--- src/rtl/llki_key_sequencer.sv ---
// LLKI key sequencer: streams key words from a key store to the TSS, or issues a clear-key
// request, with a per-response timeout and a one-cycle response pulse.
module llki_key_sequencer #(
    parameter int unsigned ADDR_W         = 8,
    parameter int unsigned MAX_WORDS      = 32,
    parameter int unsigned TIMEOUT_CYCLES = 1024
) (
    input  logic              clk,
    input  logic              rst,
    input  logic              cmd_valid,
    output logic              cmd_ready,
    input  logic [1:0]        cmd_op,
    input  logic [7:0]        cmd_key_words,
    input  logic [ADDR_W-1:0] cmd_base_addr,
    output logic              mem_rd_en,
    output logic [ADDR_W-1:0] mem_rd_addr,
    input  logic [63:0]       mem_rd_data,
    output logic [63:0]       llkid_key_data,
    output logic              llkid_key_valid,
    input  logic              llkid_key_ready,
    input  logic              llkid_key_complete,
    output logic              llkid_clear_key,
    input  logic              llkid_clear_key_ack,
    output logic              rsp_valid,
    output logic [1:0]        rsp_status,
    output logic [7:0]        words_sent,
    output logic              busy
);

    localparam logic [1:0] OpLoad        = 2'b00;
    localparam logic [1:0] OpClear       = 2'b01;
    localparam logic [1:0] StatusOk      = 2'b00;
    localparam logic [1:0] StatusTimeout = 2'b01;
    localparam logic [1:0] StatusBadCmd  = 2'b10;
    localparam logic [15:0] TmoLast      = 16'(TIMEOUT_CYCLES - 1);

    typedef enum logic [2:0] {
        StIdle,
        StRdIssue,
        StRdWait,
        StSend,
        StWaitComplete,
        StClearReq,
        StResp
    } state_e;

    state_e            state_q, state_d;
    logic [7:0]        key_words_q, key_words_d;
    logic [ADDR_W-1:0] base_q, base_d;
    logic [7:0]        words_sent_q, words_sent_d;
    logic [15:0]       tmo_cnt_q, tmo_cnt_d;
    logic              tmo_flag_q, tmo_flag_d;
    logic [63:0]       key_data_q, key_data_d;
    logic [ADDR_W-1:0] rd_addr_q, rd_addr_d;
    logic [1:0]        rsp_status_q, rsp_status_d;
    logic              cmd_ready_q, cmd_ready_d;
    logic              rd_en_q, rd_en_d;
    logic              key_valid_q, key_valid_d;
    logic              clear_key_q, clear_key_d;
    logic              rsp_valid_q, rsp_valid_d;
    logic              busy_q, busy_d;

    logic [1:0] resp_code;
    logic       load_legal;
    logic       tmo_expired;
    logic       more_words;

    assign load_legal  = (cmd_op == OpLoad) && (cmd_key_words != 8'd0) &&
                         (32'(cmd_key_words) <= MAX_WORDS);
    assign tmo_expired = (tmo_cnt_q == TmoLast);
    assign more_words  = (words_sent_q + 8'd1) < key_words_q;

    always_ff @(posedge clk or posedge rst) begin
        if (rst) begin
            state_q      <= StIdle;
            key_words_q  <= '0;
            base_q       <= '0;
            words_sent_q <= '0;
            tmo_cnt_q    <= '0;
            tmo_flag_q   <= 1'b0;
            key_data_q   <= '0;
            rd_addr_q    <= '0;
            rsp_status_q <= '0;
            cmd_ready_q  <= 1'b1;
            rd_en_q      <= 1'b0;
            key_valid_q  <= 1'b0;
            clear_key_q  <= 1'b0;
            rsp_valid_q  <= 1'b0;
            busy_q       <= 1'b0;
        end else begin
            state_q      <= state_d;
            key_words_q  <= key_words_d;
            base_q       <= base_d;
            words_sent_q <= words_sent_d;
            tmo_cnt_q    <= tmo_cnt_d;
            tmo_flag_q   <= tmo_flag_d;
            key_data_q   <= key_data_d;
            rd_addr_q    <= rd_addr_d;
            rsp_status_q <= rsp_status_d;
            cmd_ready_q  <= cmd_ready_d;
            rd_en_q      <= rd_en_d;
            key_valid_q  <= key_valid_d;
            clear_key_q  <= clear_key_d;
            rsp_valid_q  <= rsp_valid_d;
            busy_q       <= busy_d;
        end
    end

    always_comb begin
        state_d      = state_q;
        key_words_d  = key_words_q;
        base_d       = base_q;
        words_sent_d = words_sent_q;
        tmo_cnt_d    = tmo_cnt_q;
        tmo_flag_d   = tmo_flag_q;
        key_data_d   = key_data_q;
        resp_code    = StatusOk;

        unique case (state_q)
            StIdle: begin
                if (cmd_valid) begin
                    tmo_flag_d = 1'b0;
                    if (cmd_op == OpClear) begin
                        state_d = StClearReq;
                    end else if (load_legal) begin
                        key_words_d  = cmd_key_words;
                        base_d       = cmd_base_addr;
                        words_sent_d = '0;
                        state_d      = StRdIssue;
                    end else begin
                        state_d   = StResp;
                        resp_code = StatusBadCmd;
                    end
                end
            end
            StRdIssue: state_d = StRdWait;
            StRdWait: begin
                // Key store returns data the cycle after the strobe.
                key_data_d = mem_rd_data;
                state_d    = StSend;
            end
            StSend: begin
                if (llkid_key_ready) begin
                    words_sent_d = words_sent_q + 8'd1;
                    state_d      = more_words ? StRdIssue : StWaitComplete;
                end else if (tmo_expired) begin
                    tmo_flag_d = 1'b1;
                    state_d    = StClearReq;
                end else begin
                    tmo_cnt_d = tmo_cnt_q + 16'd1;
                end
            end
            StWaitComplete: begin
                if (llkid_key_complete) begin
                    state_d   = StResp;
                    resp_code = StatusOk;
                end else if (tmo_expired) begin
                    tmo_flag_d = 1'b1;
                    state_d    = StClearReq;
                end else begin
                    tmo_cnt_d = tmo_cnt_q + 16'd1;
                end
            end
            StClearReq: begin
                // A scrub after a load timeout still reports timeout even when acked.
                if (llkid_clear_key_ack) begin
                    state_d   = StResp;
                    resp_code = tmo_flag_q ? StatusTimeout : StatusOk;
                end else if (tmo_expired) begin
                    state_d   = StResp;
                    resp_code = StatusTimeout;
                end else begin
                    tmo_cnt_d = tmo_cnt_q + 16'd1;
                end
            end
            StResp:  state_d = StIdle;
            default: state_d = StIdle;
        endcase

        if ((state_d != state_q) &&
            (state_d == StSend || state_d == StWaitComplete || state_d == StClearReq)) begin
            tmo_cnt_d = '0;
        end
    end

    // Outputs are decoded from the next state so they come straight from flops.
    always_comb begin
        cmd_ready_d  = (state_d == StIdle);
        rd_en_d      = (state_d == StRdIssue);
        key_valid_d  = (state_d == StSend);
        clear_key_d  = (state_d == StClearReq);
        rsp_valid_d  = (state_d == StResp);
        busy_d       = (state_d != StIdle);
        rd_addr_d    = rd_addr_q;
        rsp_status_d = rsp_status_q;
        if (state_d == StRdIssue) begin
            rd_addr_d = base_d + ADDR_W'(words_sent_d);
        end
        if (state_d == StResp) begin
            rsp_status_d = resp_code;
        end
    end

    assign cmd_ready       = cmd_ready_q;
    assign mem_rd_en       = rd_en_q;
    assign mem_rd_addr     = rd_addr_q;
    assign llkid_key_data  = key_data_q;
    assign llkid_key_valid = key_valid_q;
    assign llkid_clear_key = clear_key_q;
    assign rsp_valid       = rsp_valid_q;
    assign rsp_status      = rsp_status_q;
    assign words_sent      = words_sent_q;
    assign busy            = busy_q;

endmodule

--- config.mk ---
export PLATFORM = sky130hd
export DESIGN_NAME = llki_key_sequencer
export DESIGN_NICKNAME = d
export VERILOG_FILES = /design/src/rtl/llki_key_sequencer.sv
export SDC_FILE = /design/constraint.sdc
export NUM_CORES = 1
export LEC_CHECK = 0
export CORE_MARGIN = 2
export CORE_UTILIZATION = 45
export DETAILED_ROUTE_END_ITERATION = 12
export GPL_ROUTABILITY_DRIVEN = 0
export PLACE_DENSITY = 0.8
export SYNTH_ARGS = -nofsm -noshare
export SYNTH_HDL_FRONTEND = slang
export SYNTH_SLANG_ARGS = --single-unit
--- constraint.sdc ---
create_clock -name clk -period 4.7 [get_ports clk]
set_input_delay 0.705 -clock clk [delete_from_list [all_inputs] [get_ports clk]]
set_output_delay 0.705 -clock clk [all_outputs]
set_load 0.01 [all_outputs]
# == Word-level counts from Yosys, hierarchy flattened ==
# Index checks and enable logic that the tools add are counted.
# totals
romBits,0
latch_bits,0
mem_count,0
register_bits,124
inputBits,88
ramBits,0
# op_classes
bitwise,1
n_mux,37
n_div,0
eq_ne,19
addsub,3
reduce_logical,15
mul,0
n_lt_le_gt_ge,2
shifts,0
# op_table
cell,count
$mux 16,5
$mux 8,8
$pmux 16 s3,1
$mux 3,9
$pmux 3 s6,1
$add 16x1->16 const B,1
$eq 16x10->1 const B,1
$pmux 8 s2,1
$eq 3x3->1 const B,5
$reduce_and 4->1,3
$eq 3x2->1 const B,3
$ne 3x3->1 const B,3
$add 8x1->8 const B,1
$add 8x8->8,1
$le 8x6->1 const B,1
$lt 8x8->1,1
$reduce_bool 8->1,1
$mux 1,7
$eq 3x1->1 const B,2
$logic_not 3->1,2
$mux 2,3
$ne 2x2->1 const B,3
$reduce_bool 3->1,2
$pmux 2 s2,1
8 further kinds,11

# == Longest topological paths before layout ==
# Gate-level depths: netlist of the first run.
# depth
ltp_word,13
mapped_depth,15
mapped_depth_nobuf,13

# == Worst setup path after synthesis of the first run ==
# OpenSTA, ideal clock, no wires.
# synth_timing
kind,input port to flip-flop
start,in cmd_key_words[7]
end,"reg rd_addr_q[6], in the netlist mem_rd_addr[6]"
arrival_ns,3.788
path_slack_ns,0.787
cell_stages,13
setup_time_ns,0.125
required_time_ns,4.575
cell_sequence,or4_1 -> a211oi_2 -> nand2_2 -> buf_1 -> mux2_2 -> ha_1 -> fa_1 -> a21o_1 -> a21oi_1 -> o21bai_1 -> a21oi_1 -> xnor2_1 -> mux2_4
# synth_via
elab_chain_cells,8
elab_cells_between_ends,18
# synth_rtl
item,line,text
from (decl),13,"input logic [7:0] cmd_key_words,"
branches (longest 2 deep; another with $le 8x6->1),n/a,
$logic_and 1x1->1 (*),68,assign load_legal = (cmd_op == OpLoad) && (cmd_key_words != 8'd0) &&
$mux 8 (*),125,end else if (load_legal) begin
$mux 8 (*),123,if (cmd_op == OpClear) begin
$mux 8 (*),121,if (cmd_valid) begin
$mux 8 (*),119,unique case (state_q)
via base_d[0],49,"logic [ADDR_W-1:0] base_q, base_d;"
$add 8x8->8 (*),197,rd_addr_d = base_d + ADDR_W'(words_sent_d);
to (signal assigned),98,rd_addr_q <= rd_addr_d;
to (decl),54,"logic [ADDR_W-1:0] rd_addr_q, rd_addr_d;"
# Mark *: on every way through the listed nets, which the timed path passes.
# A chain may end at the register's enable or synchronous reset.

# == Final worst setup path of the first run ==
# layout_timing
start,in cmd_op[0]
end,"reg rd_addr_q[6], in the netlist mem_rd_addr[6]"
# layout_via
elab_chain_cells,8
elab_cells_between_ends,18
# layout_rtl
item,line,text
from (decl),12,"input logic [1:0] cmd_op,"
$logic_not 2->1,68,
$logic_and 1x1->1 (2 in series),68,
$mux 8,125,
$mux 8 (*),123,
$mux 8 (*),121,
$mux 8 (*),119,
via base_d[0],49,
$add 8x8->8 (*),197,
# Mark *: on every way through the listed nets, which the timed path passes. The rest lies on a longest branch.

==> results of run 1 <==
==> power by group through the flow <==
stage / clock, mW / combinational (mW) / sequential, mW
2_1_floorplan: 0 / 1.12 / 1.87
3_3_place_gp: 0 / 2.23 / 1.72
3_5_place_dp: 0 / 2.28 / 1.74
4_1_cts: 1.39 / 2.29 / 1.72
5_1_grt: 1.45 / 2.46 / 1.77
6_report: 1.37 / 2.27 / 1.72
==> layer usage <==
layer | track usage | vias to the layer above
li1 | - | 1989
met1 | 0.2488 | 2063
met2 | 0.3500 | 154
met3 | 0.06642 | 17
met4 | 0.08706 | 0
met5 | 0 | -
==> cells by family after synthesis <==
group           count (synthesis)
compound gates                 61
xor+xnor                       27
fa+ha+maj                      17
buf+inv                        33
flops                         124
mux                            88
simple gates                  106
==> per-stage QoR <==
| step | util | power (mW) | setup WS [ns] | hold WS, ns | cells |
|---|---|---|---|---|---|
| 6_report | 0.6601 | 5.366 | 0.6842 | 0.5015 | 823 |
| 5_1_grt | 0.6601 | 5.685 | 0.5024 | 0.5155 | 823 |
| 4_1_cts | 0.6601 | 5.413 | 0.7244 | 0.5042 | 823 |
| 3_5_place_dp | 0.6103 | 4.018 | 0.2954 | 0.4921 | 792 |
| 3_3_place_gp | 0.6103 | 3.946 | 0.3766 | 0.4872 | 792 |
| 2_1_floorplan | - | 2.991 | 0.6974 | 0.4487 | 456 |
==> worst max-delay path by stage <==
| stage | from | end | cells after the start |
|---|---|---|---|
| after floorplan | rst | base_q[0]$_DFF_PP0_ | 1 |
| after global placement | cmd_key_words[7] | mem_rd_addr[6]$_DFFE_PP0P_ | 13 |
| after detailed placement | cmd_op[0] | mem_rd_addr[6]$_DFFE_PP0P_ | 13 |
| after CTS | cmd_op[0] | mem_rd_addr[6]$_DFFE_PP0P_ | 13 |
| after global routing | cmd_op[0] | mem_rd_addr[6]$_DFFE_PP0P_ | 13 |
| final | cmd_op[0] | mem_rd_addr[6]$_DFFE_PP0P_ | 13 |
==> layout make-up <==
type	count	area, um^2
Fill cell	954	4254
Inverter	17	66.31
Multi-Input combinational cell	299	2464
Timing Repair Buffer	180	1789
Tap cell	172	215.2
Sequential cell	124	3104
Clock inverter	11	167.7
Clock buffer	20	456.7
==> worst max-delay path, delay by kind of cell <==
kind | cells | cell delay, ns
AOI/OAI and AO/OA | 5 | 1.03
and+or+nand+nor | 2 | 0.78
adders and majority gates | 2 | 0.63
muxes | 2 | 0.61
buffers and inverters | 1 | 0.46
xor gates and xnor gates | 1 | 0.08
==> registers in the layout (all words and copies together) (netlist names) <==
signal and cells:
rsp_status 2, cmd_ready 1, state_q 3, llkid_clear_key 1, llkid_key_valid 1, mem_rd_en 1, key_words_q 8, llkid_key_data 64
tmo_cnt_q 16, words_sent 8, mem_rd_addr 8, tmo_flag_q 1, rsp_valid 1, busy 1, base_q 8
==> placed cells by master, fill, tap and decap left out, types with 4 or more instances in the layout <==
cell type        Yosys  layout
o21ai_0             16      16
mux2_2              78      78
nor2_1              31      31
and3_1               7       7
buf_4                1       5
nor2b_1              5       4
xor2_1              14      14
inv_1               17      16
clkdlybuf4s50_1      0     175
nand3_1             15      15
nand4_1              4       4
a21oi_1             18      18
clkbuf_16            0      17
bufinv_16            0       4
ha_1                16      16
dfrtp_1            123     123
xnor2_1             12      12
nand2_1             21      21
mux2_4               8       8
==> tab_implementation.tex, run 1 <==
\begin{tabular}{lr}
\hline
Metric & Value \\
\hline
\multicolumn{2}{l}{\textbf{CTS}} \\
Clock insertion delay at the later pin of the skew report & 0.42 ns \\
Max H-tree Level & 4 \\
TritonCTS clock tree & built \\
Number of clock buffers inserted by TritonCTS & 17 \\
TritonCTS sink count & 124 \\
Clock Path Buffers & 2 \\
Post-CTS Hold Buffers & 0 \\
Post-CTS Repair Setup Buffers & 0 \\
Root buffer selected by CTS & clkbuf\_16 \\
Count of cells resized by post-cts repair & 0 \\
Clock transition at the registers of the reported paths & 0.06 ns \\
\multicolumn{2}{l}{\textbf{Layout}} \\
Area of all placed cells without fillers & 0.008263 mm\^{}2 \\
Number of antenna cells inserted & 0 \\
Share of cells above drive strength 1 & 0.2058 \\
Number of nets in the layout & 744 \\
Post-synthesis to final-layout area growth & 44.86\% \\
\multicolumn{2}{l}{\textbf{Synth}} \\
Number of standard cells after synthesis & 456 \\
Main combinational cell family by area after synthesis & multiplexers \\
Synth warnings & 0 \\
Most instantiated library cell after synthesis & dfrtp\_1 \\
Netlist cell types & 60 \\
Number of flops mapped to enable cells by yosys & 0 \\
Dominant cell type by area after synthesis & dfrtp\_1 \\
Share of the synthesized area in compound gates (AO/OA/AOI/OAI) & 0.07216 \\
Number of nets in the synthesized netlist & 561 \\
Cells taking the most area after synthesis & dfrtp\_1, mux2\_2, ha\_1 \\
Portion of the post-synthesis area used by sequential elements & 0.5442 \\
Fraction of synthesized cell area in xor and xnor cells & 0.04409 \\
Combined area of all synthesized cells & 0.005704 mm\^{}2 \\
Top cell types by occurrence after synthesis & dfrtp\_1, mux2\_2, nor2\_1, nand2\_1, a21oi\_1 \\
Register bit total from synthesis & 124 \\
Share of flip-flops with an asynchronous set or reset & 1.000 \\
Fraction of post-synthesis cell area in the top cell type by area & 0.5396 \\
Synthesized area divided by synthesized cell count & 12.51 um\^{}2 \\
Multiplexer area fraction after synthesis & 0.1785 \\
Post-Synth Adder-Cell Area & 0.03860 \\
Ys flop type & dfrtp\_1 \\
Post-Synth Simple-Gate Area & 0.09717 \\
\multicolumn{2}{l}{\textbf{STA}} \\
Setup Total Neg Slack & 0 ns \\
Largest clock skew in the final design & 0.008133 ns \\
Setup repair after global routing missed its margin & false \\
Hold Vio Cnt, Final & 0 \\
Slew Limit Fails & 0 \\
Final period utilization & 0.8544 \\
Achievable Freq & 249.0 MHz \\
Max transition margin & 0.4415 \\
Number of setup violations in the final report & 0 \\
Transition time at the pin with the least slew margin & 0.8378 ns \\
Crit path time final & 4.016 ns \\
\multicolumn{2}{l}{\textbf{Route}} \\
Met2 wire length & 6.860 mm \\
Via/cell ratio & 5.131 \\
Antenna Violating Nets Remaining & 0 \\
Detailed route wirelength on metal3 & 1.043 mm \\
Routed wire length & 13.80 mm \\
Starting DRT DRC Count & 218 \\
DRC viols & 0 \\
Final routed wire length divided by cell count & 16.76 um \\
Routed via count & 4223 \\
1st-pass router iterations & 4 \\
Routed metal-1 wire length & 5.629 mm \\
Highest Signal Layer & met4 \\
\multicolumn{2}{l}{\textbf{Worst setup path}} \\
Critical Path Max Stage Delay & 0.53 ns \\
Startpoint of the worst register-to-register path & state\_q[2]\$\_DFF\_PP0\_ \\
CP cell instances & clkdlybuf4s50\_1 > or4\_1 > a211oi\_2 > nand2\_2 > mux2\_2 > ha\_1 > fa\_1 > a21o\_1 > a21oi\_1 > o21bai\_1 > a21oi\_1 > xnor2\_1 > mux2\_4 \\
Biggest fanout along the worst timing path & 11 \\
Depth of the most critical reg-to-reg path & 12 \\
Worst path most repeated cell & a21oi\_1 \\
Worst EP required & 5.00 ns \\
Master of the slowest instance on the critical path & or4\_1 \\
Reg2reg end & mem\_rd\_addr[6]\$\_DFFE\_PP0P\_ \\
Worst Setup End Kind & register \\
Worst path arrival time & 4.32 ns \\
Critical Path Start Type & primary input \\
R2r setup slk & 0.95 ns \\
Category of the critical setup timing path & primary input to register \\
\multicolumn{2}{l}{\textbf{Floorplanning}} \\
Core footprint & 0.01252 mm\^{}2 \\
Floorplan row count & 41 \\
Horizontal die dimension & 116.6 um \\
Effective utilization at floorplan & 0.4557 \\
DIE HEIGHT & 116.6 um \\
Die ar. & 0.01359 mm\^{}2 \\
\# IOs & 176 \\
\multicolumn{2}{l}{\textbf{Status}} \\
Run status & completed \\
\multicolumn{2}{l}{\textbf{Power}} \\
Clock share of power & 0.256 \\
Leakage dissipation & 3.621 nW \\
Share of total power in combinational logic & 0.423 \\
Total net switching power & 1.669 mW \\
Peak supply drop & 0.2468 mV \\
Cell internal power dissipation & 3.697 mW \\
Total power per unit cell area & 649.4 mW/mm\^{}2 \\
Switch share & 0.3110 \\
Sequential power share & 0.321 \\
\multicolumn{2}{l}{\textbf{Global routing}} \\
Largest net degree at the start of global routing & 70 \\
All-Layer GR Usage & 0.2084 \\
Wire length of the first global-routing pass & 21.49 mm \\
Total global routing overflow & 0 \\
Vias in the first global route & 4266 \\
Initial antenna violation count & 0 \\
\multicolumn{2}{l}{\textbf{Worst hold path}} \\
Type of the worst min-delay path & register to register \\
Min-Delay Startpoint & base\_q[7]\$\_DFF\_PP0\_ \\
Endpoint with the worst hold slack & base\_q[7]\$\_DFF\_PP0\_ \\
Cells on Worst Hold Path & 1 \\
\multicolumn{2}{l}{\textbf{Place}} \\
Port buffer count & 175 \\
Post-placement cell area & 0.007639 mm\^{}2 \\
Post-detail-place hpwl & 10.16 mm \\
\multicolumn{2}{l}{\textbf{Job}} \\
Max Cap Viol & 0 \\
\hline
\end{tabular}
Note: power is estimated with default switching activity, not from simulation.
==> run 2: changes to the inputs <==
--- a/config.mk
+++ b/config.mk
@@ -8,8 +8,8 @@
 export CORE_MARGIN = 2
 export CORE_UTILIZATION = 45
 export DETAILED_ROUTE_END_ITERATION = 12
-export GPL_ROUTABILITY_DRIVEN = 0
 export PLACE_DENSITY = 0.8
+export REMOVE_ABC_BUFFERS = 1
 export SYNTH_ARGS = -nofsm -noshare
 export SYNTH_HDL_FRONTEND = slang
 export SYNTH_SLANG_ARGS = --single-unit
==> tab_implementation.tex, run 2 (synthesized netlist as in run 1, its figures left out) <==
\begin{tabular}{lr}
\hline
Metric & Value \\
\hline
\multicolumn{2}{l}{\textbf{Power}} \\
Overall power of the completed layout & 5.362 mW (about the same) \\
Leakage dissipation & 3.617 nW (-0.12\%) \\
Peak supply drop & 0.3189 mV (+29\%) \\
Total power per unit cell area & 649.0 mW/mm\^{}2 (about the same) \\
\multicolumn{2}{l}{\textbf{STA}} \\
Transition time at the pin with the least slew margin & 0.9908 ns (+0.1531 ns) \\
Number of setup violations in the final report & 0 (unchanged) \\
Largest clock skew in the final design & 0.008472 ns (+0.0003389 ns) \\
Slack of the critical path & 0.7699 ns (+0.08568 ns) \\
Achievable Freq & 254.4 MHz (+2.2\%) \\
Hold Vio Cnt, Final & 0 (unchanged) \\
Slew Limit Fails & 0 (unchanged) \\
Final period utilization & 0.8362 (-0.01823) \\
Max transition margin & 0.3381 (-0.1034) \\
Fin Hold WS & 0.5008 ns (-0.0007480 ns) \\
Setup repair after global routing missed its margin & false \\
Crit path time final & 3.930 ns (-0.08568 ns) \\
Setup Total Neg Slack & 0 ns (unchanged) \\
\multicolumn{2}{l}{\textbf{Worst hold path}} \\
Type of the worst min-delay path & register to register \\
\multicolumn{2}{l}{\textbf{Layout}} \\
Core Util, Final & 0.6601 (unchanged) \\
Post-synthesis to final-layout area growth & 44.86\% (unchanged) \\
Final Non-Filler Cells & 823 (unchanged) \\
Number of antenna cells inserted & 0 (unchanged) \\
Number of flip-flops in the largest register & 64 (unchanged) \\
Area of all placed cells without fillers & 0.008263 mm\^{}2 (unchanged) \\
Number of nets in the layout & 743 (-0.13\%) \\
Share of cells above drive strength 1 & 0.2074 (+0.001536) \\
Number of filler cells placed in the layout & 984 (+3.1\%) \\
Commonest cells after routing, fill and taps aside & clkdlybuf4s50\_1, dfrtp\_1, mux2\_2, nor2\_1, nand2\_1 \\
Most common cell after layout, fill and taps aside & clkdlybuf4s50\_1 \\
\multicolumn{2}{l}{\textbf{Route}} \\
Routed wire length & 13.87 mm (+0.54\%) \\
Routed via count & 4244 (+0.50\%) \\
1st-pass router iterations & 4 (unchanged) \\
Starting DRT DRC Count & 304 (+39\%) \\
DRC viols & 0 (unchanged) \\
Final routed wire length divided by cell count & 16.85 um (+0.54\%) \\
Via/cell ratio & 5.157 (+0.50\%) \\
Antenna Violating Nets Remaining & 0 (unchanged) \\
\multicolumn{2}{l}{\textbf{CTS}} \\
TritonCTS clock tree & built \\
Post-CTS Hold Buffers & 0 (unchanged) \\
Max H-tree Level & 4 (unchanged) \\
Clock transition at the registers of the reported paths & 0.06 ns (about the same) \\
Clock Path Buffers & 2 (unchanged) \\
Root buffer selected by CTS & clkbuf\_16 \\
Clock insertion delay at the later pin of the skew report & 0.40 ns (-0.02 ns) \\
TritonCTS sink count & 124 (unchanged) \\
Number of clock buffers inserted by TritonCTS & 17 (unchanged) \\
Post-CTS Repair Setup Buffers & 0 (unchanged) \\
Count of cells resized by post-cts repair & 0 (unchanged) \\
\multicolumn{2}{l}{\textbf{Global routing}} \\
Total global routing overflow & 0 (unchanged) \\
Initial antenna violation count & 0 (unchanged) \\
Largest net degree at the start of global routing & 56 (-20\%) \\
Wire length of the first global-routing pass & 21.67 mm (+0.83\%) \\
Vias in the first global route & 4255 (-0.26\%) \\
All-Layer GR Usage & 0.2079 (-0.0005132) \\
\multicolumn{2}{l}{\textbf{Worst setup path}} \\
Worst EP required & 4.99 ns (about the same) \\
Biggest fanout along the worst timing path & 6 (-5) \\
Worst path arrival time & 4.22 ns (-0.10 ns) \\
Category of the critical setup timing path & primary input to register \\
Worst Setup End Kind & register \\
Critical Path Start Type & primary input \\
\multicolumn{2}{l}{\textbf{Floorplanning}} \\
Floorplan row count & 41 (unchanged) \\
DIE HEIGHT & 116.6 um (unchanged) \\
Die ar. & 0.01359 mm\^{}2 (unchanged) \\
Horizontal die dimension & 116.6 um (unchanged) \\
Effective utilization at floorplan & 0.4557 (unchanged) \\
Core footprint & 0.01252 mm\^{}2 (unchanged) \\
\# IOs & 176 (unchanged) \\
\multicolumn{2}{l}{\textbf{Status}} \\
Run status & completed \\
\multicolumn{2}{l}{\textbf{Place}} \\
Routability cong. & 0.7879 \\
Post-Place Cells & 791 (-0.13\%) \\
Port buffer count & 175 (unchanged) \\
Post-detail-place hpwl & 10.41 mm (+2.5\%) \\
Post-placement cell area & 0.007631 mm\^{}2 (about the same) \\
Worst setup slack after placement & 0.3634 ns (+0.06805 ns) \\
\multicolumn{2}{l}{\textbf{Job}} \\
Max Cap Viol & 0 (unchanged) \\
\hline
\end{tabular}
-- run 2: report_power, final --
part | total [mW] | switching [mW] | leakage, nW | internal [mW]
Combinational | 2.25 | 0.959 | 1.76 | 1.30
Clock | 1.37 | 0.470 | 0.302 | 0.902
Sequential | 1.74 | 0.249 | 1.55 | 1.49
Total | 5.36 | 1.68 | 3.62 | 3.68
-- run 2: final cells by class --
type | count | area, um^2 | share of cell area
Inverter | 17 | 66.31 | 0.008025
Clock buffer | 18 | 439.2 | 0.05315
Multi-Input combinational cell | 299 | 2464 | 0.2982
Tap cell | 172 | 215.2 | 0.02604
Sequential cell | 124 | 3104 | 0.3757
Clock inverter | 14 | 192.7 | 0.02332
Timing Repair Buffer | 179 | 1782 | 0.2156
-- run 2: worst max-delay path: stages --
cell	delay [ns]
clkdlybuf4s50_1	0.47
or4_1	0.52
a211oi_2	0.36
nand2_2	0.20
mux2_2	0.32
ha_1	0.23
fa_1	0.40
a21o_1	0.17
a21oi_1	0.22
o21bai_1	0.09
a21oi_1	0.18
xnor2_1	0.08
mux2_4	0.27
-- run 2: layer usage --
metal / global-route usage / vias to the layer above / wire (um)
met5: 0 / - / 0
li1: - / 1987 / -
met3: 0.06072 / 14 / 1108
met1: 0.2682 / 2062 / 6114
met2: 0.3388 / 181 / 6501
met4: 0.06980 / 0 / 146
-- run 2: final timing paths --
check	start	end	slack [ns]	cells past startpoint
hold reg to reg	tmo_flag_q$_DFFE_PP0P_	tmo_flag_q$_DFFE_PP0P_	0.50	2
setup / recovery	cmd_op[0]	mem_rd_addr[6]$_DFFE_PP0P_	0.77	13
hold / removal	tmo_flag_q$_DFFE_PP0P_	tmo_flag_q$_DFFE_PP0P_	0.50	2
setup reg to reg	state_q[0]$_DFF_PP0_	mem_rd_addr[6]$_DFFE_PP0P_	0.94	12
max in group asynchronous	rst	key_words_q[7]$_DFFE_PP0P_	3.03	3
min in group asynchronous	rst	llkid_key_data[1]$_DFFE_PP0P_	0.76	2
==> run 3: changes to the inputs <==
==> constraint.sdc (replaced) <==
create_clock -name clk -period 4 [get_ports clk]
set_input_delay 0.6 -clock clk [delete_from_list [all_inputs] [get_ports clk]]
set_output_delay 0.6 -clock clk [all_outputs]
set_load 0.01 [all_outputs]
==> tab_implementation.tex, run 3 (synthesized netlist as in run 1, its figures left out) <==
\begin{tabular}{lr}
\hline
Metric & Value \\
\hline
\multicolumn{2}{l}{\textbf{Layout}} \\
Number of flip-flops in the largest register & 64 (unchanged) \\
Commonest cells after routing, fill and taps aside & clkdlybuf4s50\_1, dfrtp\_1, mux2\_2, nor2\_1, nand2\_1 \\
Final Non-Filler Cells & 836 (+1.6\%) \\
Share of cells above drive strength 1 & 0.2199 (+0.01251) \\
Number of antenna cells inserted & 0 (unchanged) \\
Post-synthesis to final-layout area growth & 46.46\% \\
Number of nets in the layout & 756 (+1.7\%) \\
Most common cell after layout, fill and taps aside & clkdlybuf4s50\_1 \\
Area of all placed cells without fillers & 0.008354 mm\^{}2 (+1.1\%) \\
\multicolumn{2}{l}{\textbf{STA}} \\
Hold Vio Cnt, Final & 0 (unchanged) \\
Final period utilization & 0.9210 \\
Setup repair after global routing missed its margin & false \\
Transition time at the pin with the least slew margin & 0.9431 ns (-0.04773 ns) \\
Achievable Freq & 271.4 MHz \\
Number of setup violations in the final report & 0 (unchanged) \\
Slew Limit Fails & 0 (unchanged) \\
Largest clock skew in the final design & 0.009999 ns (+0.001527 ns) \\
Crit path time final & 3.684 ns \\
Max transition margin & 0.3699 (+0.03189) \\
\multicolumn{2}{l}{\textbf{Global routing}} \\
All-Layer GR Usage & 0.2193 (+0.01138) \\
Total global routing overflow & 0 (unchanged) \\
Wire length of the first global-routing pass & 22.47 mm (+3.7\%) \\
Largest net degree at the start of global routing & 60 (+7.1\%) \\
Vias in the first global route & 4399 (+3.4\%) \\
Initial antenna violation count & 0 (unchanged) \\
\multicolumn{2}{l}{\textbf{Route}} \\
1st-pass router iterations & 4 (unchanged) \\
Antenna Violating Nets Remaining & 0 (unchanged) \\
DRC viols & 0 (unchanged) \\
Routed via count & 4329 (+2.0\%) \\
Via/cell ratio & 5.178 (+0.42\%) \\
Routed wire length & 14.66 mm (+5.7\%) \\
Final routed wire length divided by cell count & 17.54 um (+4.1\%) \\
Starting DRT DRC Count & 259 (-15\%) \\
\multicolumn{2}{l}{\textbf{CTS}} \\
Clock insertion delay at the later pin of the skew report & 0.41 ns (about the same) \\
TritonCTS sink count & 124 (unchanged) \\
Post-CTS Repair Setup Buffers & 0 (unchanged) \\
TritonCTS clock tree & built \\
Max H-tree Level & 4 (unchanged) \\
Root buffer selected by CTS & clkbuf\_16 \\
Post-CTS Hold Buffers & 0 (unchanged) \\
Clock transition at the registers of the reported paths & 0.05 ns (about the same) \\
Count of cells resized by post-cts repair & 0 (unchanged) \\
Number of clock buffers inserted by TritonCTS & 17 (unchanged) \\
Clock Path Buffers & 2 (unchanged) \\
\multicolumn{2}{l}{\textbf{Worst setup path}} \\
Worst path arrival time & 4.02 ns (-0.20 ns) \\
Critical Path Max Stage Delay & 0.55 ns (+0.03 ns) \\
Biggest fanout along the worst timing path & 5 (-1) \\
Category of the critical setup timing path & primary input to register \\
Worst Setup End Kind & register \\
CP cell instances & clkdlybuf4s50\_1 > or4\_1 > a211oi\_2 > buf\_4 > a21oi\_1 > o21ai\_0 > o21ai\_0 > ha\_1 > a21oi\_1 > nor2b\_1 > o21a\_1 > a311oi\_1 > xor3\_1 > mux2i\_1 \\
Worst EP required & 4.34 ns (-0.65 ns) \\
Critical Path Start Type & primary input \\
Kind of cell adding the most delay to the critical path & compound AO/OA/AOI/OAI gates \\
Master of the slowest instance on the critical path & or4\_1 \\
Bufs and invs on worst path & 2 (+1) \\
\multicolumn{2}{l}{\textbf{Status}} \\
Run status & completed \\
\multicolumn{2}{l}{\textbf{Floorplanning}} \\
Horizontal die dimension & 116.6 um (unchanged) \\
DIE HEIGHT & 116.6 um (unchanged) \\
Effective utilization at floorplan & 0.4557 (unchanged) \\
Die ar. & 0.01359 mm\^{}2 (unchanged) \\
\# IOs & 176 (unchanged) \\
Floorplan row count & 41 (unchanged) \\
Core footprint & 0.01252 mm\^{}2 (unchanged) \\
\multicolumn{2}{l}{\textbf{Job}} \\
Max Cap Viol & 0 (unchanged) \\
\multicolumn{2}{l}{\textbf{Worst hold path}} \\
Type of the worst min-delay path & register to register \\
\multicolumn{2}{l}{\textbf{Place}} \\
Routability cong. & 0.8426 (+6.9\%) \\
Port buffer count & 175 (unchanged) \\
Post-Place Cells & 804 (+1.6\%) \\
Post-detail-place hpwl & 10.85 mm (+4.2\%) \\
Post-placement cell area & 0.007741 mm\^{}2 (+1.4\%) \\
\multicolumn{2}{l}{\textbf{Power}} \\
Total power per unit cell area & 758.2 mW/mm\^{}2 (+17\%) \\
Leakage dissipation & 3.669 nW (+1.4\%) \\
Peak supply drop & 0.2551 mV (-20\%) \\
\hline
\end{tabular}
-- run 3: cell count changes in the layout (fill, tap and decap cells not counted) --
cell / change
buf_12: +1
buf_4: +12
bufinv_16: -1
clkbuf_1: +2
clkbuf_8: +2
clkinv_2: -1
clkinv_4: -2
clkinvlp_4: +1
inv_6: -1
-- run 3: where the power goes --
group          switching, mW  internal [mW]
registers              0.284           1.75
logic                   1.18           1.56
clock network          0.541           1.03
-- run 3: final cells by class --
| cell class | count | area (um^2) |
|---|---|---|
| Multi-Input combinational cell | 299 | 2464 |
| Fill cell | 946 | 4163 |
| Inverter | 17 | 66.31 |
| Clock buffer | 22 | 474.2 |
| Sequential cell | 124 | 3104 |
| Clock inverter | 10 | 138.9 |
| Tap cell | 172 | 215.2 |
| Timing Repair Buffer | 192 | 1892 |
-- run 3: path summary, 6_finish.rpt --
kind                                             start                        endpoint  slack (ns)  cells past startpoint
worst max register to register    state_q[2]$_DFF_PP0_      mem_rd_addr[7]$_DFFE_PP0P_        0.46                     13
worst min-delay path            tmo_flag_q$_DFFE_PP0P_          tmo_flag_q$_DFFE_PP0P_        0.49                      2
worst min register to register  tmo_flag_q$_DFFE_PP0P_          tmo_flag_q$_DFFE_PP0P_        0.49                      2
worst max-delay path                  cmd_key_words[7]      mem_rd_addr[7]$_DFFE_PP0P_        0.32                     14
max in group asynchronous                          rst         words_sent[3]$_DFF_PP0_        2.40                      3
min in group asynchronous                          rst  llkid_key_data[36]$_DFFE_PP0P_        0.66                      2
-- run 3: worst register-to-register path, stage by stage (launching register included) --
cell and delay, ns:
dfrtp_1 0.47, or4b_4 0.60, a211oi_2 0.24, buf_4 0.17
a21oi_1 0.11, o21ai_0 0.18, o21ai_0 0.14, ha_1 0.35
a21oi_1 0.18, nor2b_1 0.07, o21a_1 0.19, a311oi_1 0.37
xor3_1 0.28, mux2i_1 0.13
-- run 3: per-stage QoR --
step	utilization	setup TNS (ns)	setup WS [ns]	hold WS, ns	total power, mW
2_1_floorplan	-	-5.126	-0.08009	0.4487	3.484
3_3_place_gp	0.6185	0	0.02928	0.4778	4.675
3_5_place_dp	0.6185	-0.01693	-0.01693	0.4823	4.778
4_1_cts	0.6674	0	0.3415	0.4954	6.379
5_1_grt	0.6674	0	0.1078	0.5075	6.674
6_report	0.6674	0	0.3159	0.4928	6.334
-- run 3: per-layer routing --
layer	global-route usage	vias to the layer above	wire length, um
li1	-	2015	-
met4	0.09412	0	276
met5	0	-	0
met2	0.3616	176	7132
met3	0.07058	23	1198
met1	0.2659	2115	6056
